## config.mk

```make
export PLATFORM = sky130hd
export DESIGN_NAME = bit_serializer
export DESIGN_NICKNAME = d
export VERILOG_FILES = /design/src/rtl/serial_pkg.sv /design/src/rtl/bit_serializer.sv
export SDC_FILE = /design/constraint.sdc
export NUM_CORES = 1
export LEC_CHECK = 0
export ABC_AREA = 0
export CAP_MARGIN = 10
export CORE_UTILIZATION = 30
export DETAILED_ROUTE_END_ITERATION = 12
export SLEW_MARGIN = 25
export SYNTH_ARGS = -nofsm -noshare
export SYNTH_HDL_FRONTEND = slang
export SYNTH_SLANG_ARGS = --single-unit
```

## constraint.sdc

```tcl
create_clock -name clk -period 3.75 [get_ports clk]
set_input_delay 0.375 -clock clk [delete_from_list [all_inputs] [get_ports clk]]
set_output_delay 0.375 -clock clk [all_outputs]
set_load 0.05 [all_outputs]
```

## src/rtl/serial_pkg.sv

```systemverilog
// Shared types for the serial pattern-detector chain front end.
package serial_pkg;

  typedef enum logic {
    IDLE  = 1'b0,
    SHIFT = 1'b1
  } ser_state_t;

  localparam logic SER_IDLE_BIT = 1'b0;

endpackage

```

## src/rtl/bit_serializer.sv

```systemverilog
// Parallel-to-serial front end: WIDTH-bit words in over valid/ready, one bit per clock out,
// with a single holding register so consecutive words stream without a gap.
module bit_serializer
  import serial_pkg::*;
#(
  parameter int WIDTH     = 8,
  parameter bit MSB_FIRST = 1'b1
) (
  input  logic             clk,
  input  logic             rst,
  input  logic [WIDTH-1:0] data_in,
  input  logic             load_valid,
  output logic             load_ready,
  output logic             ser_out,
  output logic             ser_active,
  output logic             done
);

  localparam int            CW      = $clog2(WIDTH);
  localparam logic [CW-1:0] LAST    = CW'(WIDTH - 1);
  localparam int            OUT_IDX = MSB_FIRST ? WIDTH - 1 : 0;

  ser_state_t       state;
  logic [WIDTH-1:0] sr;
  logic [WIDTH-1:0] hold;
  logic [CW-1:0]    cnt;
  logic             hold_full;
  logic             accept;
  logic             last_bit;

  // hold_full is a register, so load_ready never depends on load_valid.
  assign load_ready = ~hold_full;
  assign accept     = load_valid & ~hold_full;
  assign last_bit   = (cnt == LAST);

  function automatic logic [WIDTH-1:0] shift1(input logic [WIDTH-1:0] v);
    return MSB_FIRST ? {v[WIDTH-2:0], 1'b0} : {1'b0, v[WIDTH-1:1]};
  endfunction

  always_ff @(posedge clk) begin
    if (rst) begin
      state     <= IDLE;
      hold_full <= 1'b0;
      cnt       <= '0;
    end else begin
      case (state)
        IDLE: begin
          if (accept) begin
            sr    <= data_in;
            cnt   <= '0;
            state <= SHIFT;
          end
        end
        SHIFT: begin
          if (!last_bit) begin
            sr  <= shift1(sr);
            cnt <= cnt + 1'b1;
            if (accept) begin
              hold      <= data_in;
              hold_full <= 1'b1;
            end
          end else if (hold_full) begin
            // hold drains first; accept cannot fire here since load_ready is low
            sr        <= hold;
            hold_full <= 1'b0;
            cnt       <= '0;
          end else if (accept) begin
            sr  <= data_in;
            cnt <= '0;
          end else begin
            state <= IDLE;
          end
        end
        default: state <= IDLE;
      endcase
    end
  end

  assign ser_active = (state == SHIFT);
  assign ser_out    = ser_active ? sr[OUT_IDX] : SER_IDLE_BIT;
  assign done       = ser_active & last_bit;

endmodule

```

==> results of run 1 <==
-- synthesized netlist by cell type, drive strengths merged, types with 2 or more instances --
| master | count |
|---|---|
| mux2i | 4 |
| a21oi | 5 |
| clkbuf | 3 |
| edfxtp | 16 |
| o211ai | 2 |
| nand2 | 6 |
| buf | 2 |
| o22ai | 6 |
| a221oi | 3 |
| ha | 3 |
| nor2 | 2 |
| o21ai | 9 |
| inv | 5 |
| dfxtp | 5 |
| and2b | 2 |
| nor2b | 4 |
| a22oi | 7 |
-- kinds of logic (layout without fill, tap and decap cells) --
logic type / after synthesis / in the layout
flip-flops: 21 / 21
multiplexers: 4 / 4
adder cells (fa/ha/maj): 3 / 3
AO/OA/AOI/OAI: 34 / 34
buffers and inverters: 10 / 23
AND/OR/NAND/NOR: 19 / 19
-- area by class of cell --
class,instances,area (um^2)
clock buffers,4,26.28
repair buffers,14,140.1
multi-input cells,60,407.9
inverters,5,18.77
fillers,360,2132
flip-flops and latches,21,580.6
well taps,46,57.56
-- where the power goes --
part           total, mW  internal [mW]  leakage, nW  switching [mW]
registers          0.283          0.268        0.191          0.0146
logic             0.0724         0.0351        0.223          0.0373
clock network      0.110         0.0414       0.0150          0.0682
-- registers in the layout, summed over array words and instances, names as in the netlist --
register and count:
hold 8, hold_full 1, ser_active 1, sr 8
cnt 3
-- routing by layer --
layer	global-route usage [%]	vias to the layer above	part of all wire [%]
li1	-	378	-
met1	18.53	373	51
met2	20.03	26	43
met3	3.782	2	5.1
met4	3.810	0	0.41
met5	0	-	0
-- how the worst max path moves through the flow --
stage                          startpoint                 to  cells past startpoint
floorplan           ser_active$_SDFF_PP0_               done                      3
global placement        cnt[0]$_SDFF_PP0_               done                      5
detailed placement             load_valid  hold[3]$_DFFE_PP_                      3
CTS                     cnt[0]$_SDFF_PP0_               done                      5
global route            cnt[0]$_SDFF_PP0_               done                      5
finish                  cnt[0]$_SDFF_PP0_               done                      5
-- worst register-to-register path, delay by kind of cell (launching register included) --
family / cells / cell delay (ns)
AO/OA/AOI/OAI: 2 / 0.82
adder cells (fa/ha/maj): 2 / 0.65
flip-flops: 1 / 0.37
buffers and inverters: 1 / 0.11
==> reports/qor.csv, run 1 <==
stage;metric;value;unit
synth;synth.area.top_cells;edfxtp_1, dfxtp_1, a22oi_1;
power_and_ir_drop;cellLeakagePower;0.4293;nW
global_routing;grt-ovfl-total;0;
timing;setup_viol;0;
synth;synth-seq-cells;21;
setup_path;cp_cell_sequence;ha_1, ha_1, inv_1, nor2_1, clkdlybuf4s50_1;
floorplanning;std_cell_rows;21;
worst_hold_path;min_path_cells;1;
synth;synth-xor-area-share;0;%
setup_path;cpPeakStageDelay;0.82;ns
worst_hold_path;hp-start;cnt[0]$_SDFF_PP0_;
setup_path;crit_family;buffers and inverters;
setup_path;worstReg2RegEnd;sr[7]$_DFFE_PN_;
setup_path;cp.arrival;2.36;ns
synth;synthMuxAreaShare;3.787;%
setup_path;cp_max_fo;13;
worst_hold_path;min_to;cnt[0]$_SDFF_PP0_;
setup_path;rr_startpoint;cnt[0]$_SDFF_PP0_;
timing;setup_tns;0;ns
clocking;htreeDepth;1;
place;dpl_worst_slack;1.330;ns
synth;synth_warnings;0;
clocking;cts_setup_buffers;0;
power_and_ir_drop;power;0.4648;mW
global_routing;grt_pass1_wl;3532;um
setup_path;endpoint_kind;output pin;
final_layout;drive_gt1_share;6.731;%
timing;hold_viol_final;0;
routing;wl_per_cell;14.55;um
routing;route.detailed.drc;0;
place;dp_cells;146;
synth;synthArstFlopShare;0;%
final_layout;fin_area;0.001231;mm^2
synth;synth_area;0.001057;mm^2
worst_hold_path;hp-class;reg2reg;
routing;ant_nets;0;
final_layout;final_common_cell;edfxtp_1;
timing;worst_slack;1.014;ns
synth;synth_top_family_by_area;compound AO/OA/AOI/OAI gates;
place;post_dp_cell_area;0.001205;mm^2
place;gp_congestion;0.7478;
floorplanning;die_w;61.37;um
synth;syn_area_per_cell;11.62;um^2
floorplanning;initial_core_util;31.44;%
synth;synth_cells;91;
run;maxCapViolations;0;
global_routing;first_global_vias;756;
timing;whs;0.4721;ns
timing;fmax;0.3655;GHz
place;io_buffers;14;
place;dp_hpwl;1532;um
power_and_ir_drop;powerDensity;377.6;mW/mm^2
setup_path;startpoint_type;flip-flop;
setup_path;rr_worst_depth;5;
timing;rsz0062_at_grt;no;
global_routing;grt_use_total;13.24;%
clocking;clockBufferDepth;2;
final_layout;area_delta_synth_final;16.45;%
global_routing;grt_start_max_net_pins;20;
setup_path;r2r_slack;1.51;ns
floorplanning;dieArea;0.003766;mm^2
synth;synthSimpleGateAreaFrac;10.30;%
setup_path;crit_slowest_cell;clkdlybuf4s50_1;
clocking;cts_buffers;3;
clocking;cts-resized-gates;0;
status;status;completed;
floorplanning;core;0.003363;mm^2
final_layout;diodes;0;
synth;synth_top_area_cell;edfxtp_1;
clocking;cts_root_buffer;clkbuf_4;
timing;fin_crit;2.736;ns
synth;yosysSeqAreaShare;54.91;%
final_layout;num-nets-final;119;
synth;synth_compound_area_share;20.95;%
synth;synth_nets;105;
global_routing;antenna_found_initial;0;
setup_path;critical_path_class;reg2out;
routing;drtIter0Drc;29;
clocking;clk_latency;0.30;ns
clocking;tritoncts;done;
floorplanning;ios;15;
final_layout;final_core_util;36.61;%
routing;viasPerCell;5.193;
setup_path;critical_path_buf_inv_count;2;
timing;drv_slew;0;
clocking;clk_pin_slew;0.12;ns
setup_path;cp_common_cell;ha_1;
routing;routed_wl;2183;um
floorplanning;die_h;61.37;um
synth;synth.top_cell.area_share;45.44;%
synth;ys.flop_type;edfxtp_1;
power_and_ir_drop;peakVddDrop;0.1621;mV
final_layout;layout_common_cells;edfxtp_1, clkdlybuf4s50_1, o21ai_0;
routing;dr.pass1.iters;4;
synth;synth_cell_types;27;
routing;routed-via-count;779;
clocking;cts_sinks;21;
timing;tightest_slew;0.8807;ns
setup_path;required;3.38;ns
timing;fin_skew;0.003998;ns
timing;slew_headroom;41.16;%
synth;synth_edf_count;16;
timing;final.period_utilization;72.97;%
synth;synth-adder-area-share;3.550;%
clocking;hold_buffers;0;
final_layout;final_cell_count_no_fill;150;
No activity file was read; power rests on OpenSTA's default activity.
==> inputs of run 2 (changes only) <==
==> constraint.sdc (replaced) <==
create_clock -name clk -period 2.6 [get_ports clk]
set_input_delay 0.26 -clock clk [delete_from_list [all_inputs] [get_ports clk]]
set_output_delay 0.26 -clock clk [all_outputs]
set_load 0.05 [all_outputs]
==> run 2 against run 1 <==
Against the previous run: register-to-register slack got worse by 0.85 ns; non-clock buffer count increased by 2; via count increased by 0.77%; sequential power up 44%; setup slack lost 0.82 ns; die area unchanged; sequential cell count unchanged; combinational power up 45%; count of clock-buffer cells in the layout did not move; utilization is 0.45 points higher; first-iteration DRC count is 24% lower.
==> reports/qor.csv, run 2 (synthesis gave the netlist of run 1 again) <==
stage;metric;value;unit;change
floorplanning;ios;15;;unchanged
global_routing;antenna_found_initial;0;;unchanged
routing;viasPerCell;5.164;;-0.56%
setup_path;r2r_slack;0.66;ns;-0.85 ns
final_layout;diodes;0;;unchanged
timing;worst_slack;0.1966;ns;-0.8172 ns
setup_path;crit_start;ser_active$_SDFF_PP0_;;
setup_path;worstReg2RegEnd;hold[0]$_DFFE_PP_;;
routing;ant_nets;0;;unchanged
setup_path;critical_path_class;reg2out;;
floorplanning;std_cell_rows;21;;unchanged
clocking;cts_sinks;21;;unchanged
timing;whs;0.4737;ns;+0.001644 ns
clocking;clk_latency;0.31;ns;about the same
clocking;cts-resized-gates;0;;unchanged
timing;tightest_slew;0.6739;ns;-0.2068 ns
final_layout;layout_common_cells;edfxtp_1, clkdlybuf4s50_1, o21ai_0;;
power_and_ir_drop;power;0.6712;mW;+44%
setup_path;crit_path_end;done;;
timing;hold_viol_final;0;;unchanged
global_routing;grt_pass1_wl;3553;um;+0.59%
routing;routed_wl;2135;um;-2.2%
routing;wl_per_cell;14.05;um;-3.5%
floorplanning;die_w;61.37;um;unchanged
timing;setup_viol;0;;unchanged
final_layout;num-nets-final;121;;+1.7%
global_routing;grt_start_max_net_pins;20;;unchanged
setup_path;required;2.34;ns;-1.04 ns
place;dpl_worst_slack;0.5202;ns;-0.8097 ns
power_and_ir_drop;cellLeakagePower;0.4397;nW;+2.4%
routing;routed-via-count;785;;+0.77%
setup_path;cp_cell_sequence;inv_1, nor2_1, clkdlybuf4s50_1;;
clocking;tritoncts;done;;
setup_path;endpoint_kind;output pin;;
clocking;cts_root_buffer;clkbuf_4;;
clocking;cts_buffers;3;;unchanged
setup_path;cp.arrival;2.14;ns;-0.22 ns
timing;fin_crit;2.403;ns;
clocking;htreeDepth;1;;unchanged
global_routing;grt-ovfl-total;0;;unchanged
place;io_buffers;14;;unchanged
timing;drv_slew;0;;unchanged
global_routing;grt_use_total;13.26;%;+0.018 points
routing;drtIter0Drc;22;;-24%
setup_path;cp_max_fo;19;;+6
final_layout;fill_cells;365;;+1.4%
place;post_dp_cell_area;0.001220;mm^2;+1.2%
clocking;clockBufferDepth;2;;unchanged
floorplanning;core;0.003363;mm^2;unchanged
routing;route.detailed.drc;0;;unchanged
setup_path;rr_worst_depth;5;;unchanged
run;maxCapViolations;0;;unchanged
floorplanning;die_h;61.37;um;unchanged
timing;final.period_utilization;92.44;%;
timing;rsz0062_at_grt;no;;
setup_path;startpoint_type;flip-flop;;
final_layout;largestRegisters;hold: 8 flops, sr: 8 flops, cnt: 3 flops;;
place;dp_hpwl;1424;um;-7.0%
status;status;completed;;
timing;fin_skew;0.007045;ns;+0.003048 ns
timing;slew_headroom;54.60;%;+13 points
worst_hold_path;hp-class;reg2reg;;
floorplanning;dieArea;0.003766;mm^2;unchanged
clocking;hold_buffers;0;;unchanged
setup_path;rr_startpoint;cnt[0]$_SDFF_PP0_;;
global_routing;first_global_vias;726;;-4.0%
timing;fmax;0.4161;GHz;
floorplanning;initial_core_util;31.44;%;unchanged
final_layout;final_common_cell;edfxtp_1;;
setup_path;crit_slowest_cell;clkdlybuf4s50_1;;
final_layout;area_delta_synth_final;17.87;%;
routing;dr.pass1.iters;4;;unchanged
final_layout;fin_area;0.001246;mm^2;+1.2%
power_and_ir_drop;peakVddDrop;0.2271;mV;+40%
final_layout;drive_gt1_share;8.491;%;+1.8 points
power_and_ir_drop;powerDensity;538.6;mW/mm^2;+43%
setup_path;cpPeakStageDelay;0.81;ns;about the same
clocking;clk_pin_slew;0.11;ns;about the same
place;gp_congestion;0.7457;;-0.28%
timing;setup_tns;0;ns;unchanged
clocking;cts_setup_buffers;0;;unchanged
-- run 2: changes by cell type in the layout (fill, tap and decap cells not counted), sizes merged --
cell	before	now
buf	0	2
-- run 2: critical path: cells and delay by family (launching register included) --
| family | cells | cell delay, ns |
|---|---|---|
| buf+inv | 2 | 1.00 |
| flops | 1 | 0.71 |
| simple gates | 1 | 0.13 |
-- run 2: layout make-up --
| class | count | area, um^2 | area share (%) |
|---|---|---|---|
| clock buffers | 4 | 26.28 | 2.108 |
| inverters | 5 | 18.77 | 1.506 |
| multi-input cells | 60 | 407.9 | 32.73 |
| flip-flops and latches | 21 | 580.6 | 46.59 |
| well taps | 46 | 57.56 | 4.618 |
| repair buffers | 16 | 155.1 | 12.45 |
-- run 2: metrics by stage --
step	util, %	std cells
after floorplan	-	91
after global placement	36.27	148
after detailed placement	36.27	148
after CTS	37.05	152
after global routing	37.05	152
final	37.05	152
-- run 2: worst min path at each step --
stage | from | to | slack [ns] | depth (start not counted)
floorplan | rst | cnt[1]$_SDFF_PP0_ | 0.33 | 1
global placement | cnt[0]$_SDFF_PP0_ | cnt[0]$_SDFF_PP0_ | 0.45 | 1
finish | cnt[0]$_SDFF_PP0_ | cnt[0]$_SDFF_PP0_ | 0.47 | 1
detailed placement | cnt[0]$_SDFF_PP0_ | cnt[0]$_SDFF_PP0_ | 0.46 | 1
global route | cnt[0]$_SDFF_PP0_ | cnt[0]$_SDFF_PP0_ | 0.50 | 1
CTS | cnt[0]$_SDFF_PP0_ | cnt[0]$_SDFF_PP0_ | 0.48 | 1
-- run 2: routing by layer --
layer / global-route usage [%] / wire (um) / up-vias
li1: - / - / 378
met1: 18.34 / 977 / 373
met2: 20.34 / 984 / 30
met3: 3.782 / 156 / 4
met4: 3.810 / 17 / 0
met5: 0 / 0 / -
-- run 2: power by group --
part           switching (mW)  leakage [nW]  internal (mW)
Combinational          0.0532         0.233         0.0520
Clock                  0.0984        0.0150         0.0599
Sequential             0.0208         0.191          0.387
Total                   0.172         0.440          0.499
==> inputs of run 3 (changes only) <==
--- a/config.mk
+++ b/config.mk
@@ -9,6 +9,7 @@
 export CAP_MARGIN = 10
 export CORE_UTILIZATION = 30
 export DETAILED_ROUTE_END_ITERATION = 12
+export REMOVE_ABC_BUFFERS = 1
 export SLEW_MARGIN = 25
 export SYNTH_ARGS = -nofsm -noshare
 export SYNTH_HDL_FRONTEND = slang
==> run 3 against run 2 <==
Against the previous run: largest power group unchanged; count of clock-buffer cells in the layout is the same; clock power shrank 3%; sequential power is essentially flat; hold slack gained 0.0029 ns; cell count grew 2.0%; clock skew is essentially flat; sequential cell count is the same; critical path type unchanged; register-to-register slack lost 0.06 ns; largest cell class unchanged.
==> reports/qor.csv, run 3 (synthesis gave the netlist of run 1 again) <==
stage;metric;value;unit;change
clocking;cts_root_buffer;clkbuf_4;;
clocking;cts_setup_buffers;0;;unchanged
final_layout;layout_common_cells;edfxtp_1, clkdlybuf4s50_1, o21ai_0;;
floorplanning;std_cell_rows;21;;unchanged
timing;final.period_utilization;86.49;%;-5.9 points
global_routing;grt-ovfl-total;0;;unchanged
floorplanning;ios;15;;unchanged
routing;routed-via-count;788;;+0.38%
timing;whs;0.4766;ns;+0.002909 ns
routing;ant_nets;0;;unchanged
clocking;clk_latency;0.30;ns;about the same
setup_path;cp_cell_sequence;ha_1, ha_1, inv_1, nor2_1, clkdlybuf4s50_1;;
timing;rsz0062_at_grt;no;;
final_layout;largestRegisters;hold: 8 flops, sr: 8 flops, cnt: 3 flops;;
clocking;cts_buffers;3;;unchanged
routing;top_layer;met4;;
clocking;htreeDepth;1;;unchanged
global_routing;antenna_found_initial;0;;unchanged
timing;slew_headroom;62.13;%;+7.5 points
clocking;cts_sinks;21;;unchanged
clocking;tritoncts;done;;
power_and_ir_drop;cellLeakagePower;0.4541;nW;+3.3%
routing;wl_met3;69;um;-56%
final_layout;area_delta_synth_final;20.00;%;
power_and_ir_drop;peakVddDrop;0.2366;mV;+4.2%
timing;fin_crit;2.249;ns;-0.1546 ns
setup_path;critical_path_class;reg2out;;
worst_hold_path;hp-class;reg2reg;;
clocking;clockBufferDepth;2;;unchanged
global_routing;grt_pass1_wl;3594;um;+1.2%
setup_path;cp.arrival;1.99;ns;-0.15 ns
timing;fmax;0.4447;GHz;+6.9%
floorplanning;core;0.003363;mm^2;unchanged
final_layout;diodes;0;;unchanged
floorplanning;dieArea;0.003766;mm^2;unchanged
clocking;hold_buffers;0;;unchanged
routing;wl_per_cell;14.41;um;+2.6%
setup_path;cp_common_cell;ha_1;;
routing;wl_met1;1049;um;+7.4%
setup_path;crit_family;buffers and inverters;;
setup_path;crit_slowest_cell;clkdlybuf4s50_1;;
final_layout;final_common_cell;edfxtp_1;;
global_routing;grt_start_max_net_pins;15;;-25%
timing;tightest_slew;0.5668;ns;-0.1071 ns
final_layout;fill_cells;361;;-1.1%
place;dp_hpwl;1615;um;+13%
routing;routed_wl;2234;um;+4.6%
timing;drv_slew;0;;unchanged
setup_path;required;2.34;ns;about the same
routing;viasPerCell;5.084;;-1.6%
floorplanning;initial_core_util;31.44;%;unchanged
final_layout;num-nets-final;124;;+2.5%
timing;fin_skew;0.006716;ns;-0.0003299 ns
clocking;clk_pin_slew;0.11;ns;about the same
run;maxCapViolations;0;;unchanged
floorplanning;die_w;61.37;um;unchanged
setup_path;cpPeakStageDelay;0.80;ns;about the same
setup_path;critical_path_buf_inv_count;2;;unchanged
timing;setup_tns;0;ns;unchanged
routing;route.detailed.drc;0;;unchanged
clocking;cts-resized-gates;0;;unchanged
routing;dr_wl_met2;1097;um;+11%
timing;hold_viol_final;0;;unchanged
power_and_ir_drop;powerDensity;530.3;mW/mm^2;-1.5%
status;status;completed;;
setup_path;startpoint_type;flip-flop;;
place;gp_congestion;0.7841;;+5.1%
place;io_buffers;14;;unchanged
final_layout;drive_gt1_share;11.01;%;+2.5 points
routing;dr.pass1.iters;4;;unchanged
floorplanning;die_h;61.37;um;unchanged
global_routing;grt_use_total;13.38;%;+0.12 points
final_layout;final_core_util;37.72;%;+0.67 points
routing;drtIter0Drc;22;;unchanged
setup_path;cp_max_fo;3;;-16
timing;setup_viol;0;;unchanged
global_routing;first_global_vias;758;;+4.4%
setup_path;endpoint_kind;output pin;;
==> run 3: report_power, final <==
group	leakage (nW)	switching (mW)	internal, mW
clock	0.0150	0.0940	0.0597
sequential	0.191	0.0184	0.387
combinational	0.248	0.0578	0.0560
==> run 3: layout make-up <==
class,instances,area [um^2],area share (%)
repair buffers,19,177.7,14.00
well taps,46,57.56,4.536
multi-input cells,60,407.9,32.15
inverters,5,18.77,1.479
flip-flops and latches,21,580.6,45.76
clock buffers,4,26.28,2.071
==> run 3: worst paths after layout <==
| path | start | end | slack (ns) | depth (start not counted) |
|---|---|---|---|---|
| worst min register to register | cnt[0]$_SDFF_PP0_ | cnt[0]$_SDFF_PP0_ | 0.48 | 1 |
| worst min-delay path | cnt[0]$_SDFF_PP0_ | cnt[0]$_SDFF_PP0_ | 0.48 | 1 |
| worst max register to register | cnt[0]$_SDFF_PP0_ | hold[6]$_DFFE_PP_ | 0.60 | 5 |
| worst max-delay path | cnt[0]$_SDFF_PP0_ | done | 0.35 | 5 |
==> run 3: stage by stage <==
stage                     total power, mW  cell area [um^2]  cells  setup WS, ns
after floorplan                    0.4751              1007     86        0.5989
after global placement             0.5249              1242    151        0.5638
after detailed placement           0.5271              1242    151        0.4540
after CTS                          0.6801              1269    155        0.3267
after global routing               0.7089              1269    155        0.2438
final                              0.6728              1269    155        0.3511
==> run 3: layer usage <==
layer | global-route usage [%] | vias up
met5 | 0 | -
met1 | 17.63 | 390
li1 | - | 386
met2 | 21.74 | 10
met3 | 2.941 | 2
met4 | 4.762 | 0
==> run 3: worst register-to-register path, cell delays in order, from the launching register on <==
cell,delay [ns]
dfxtp_1,0.34
ha_1,0.23
ha_1,0.20
buf_4,0.18
nor2b_1,0.34
and3_2,0.41
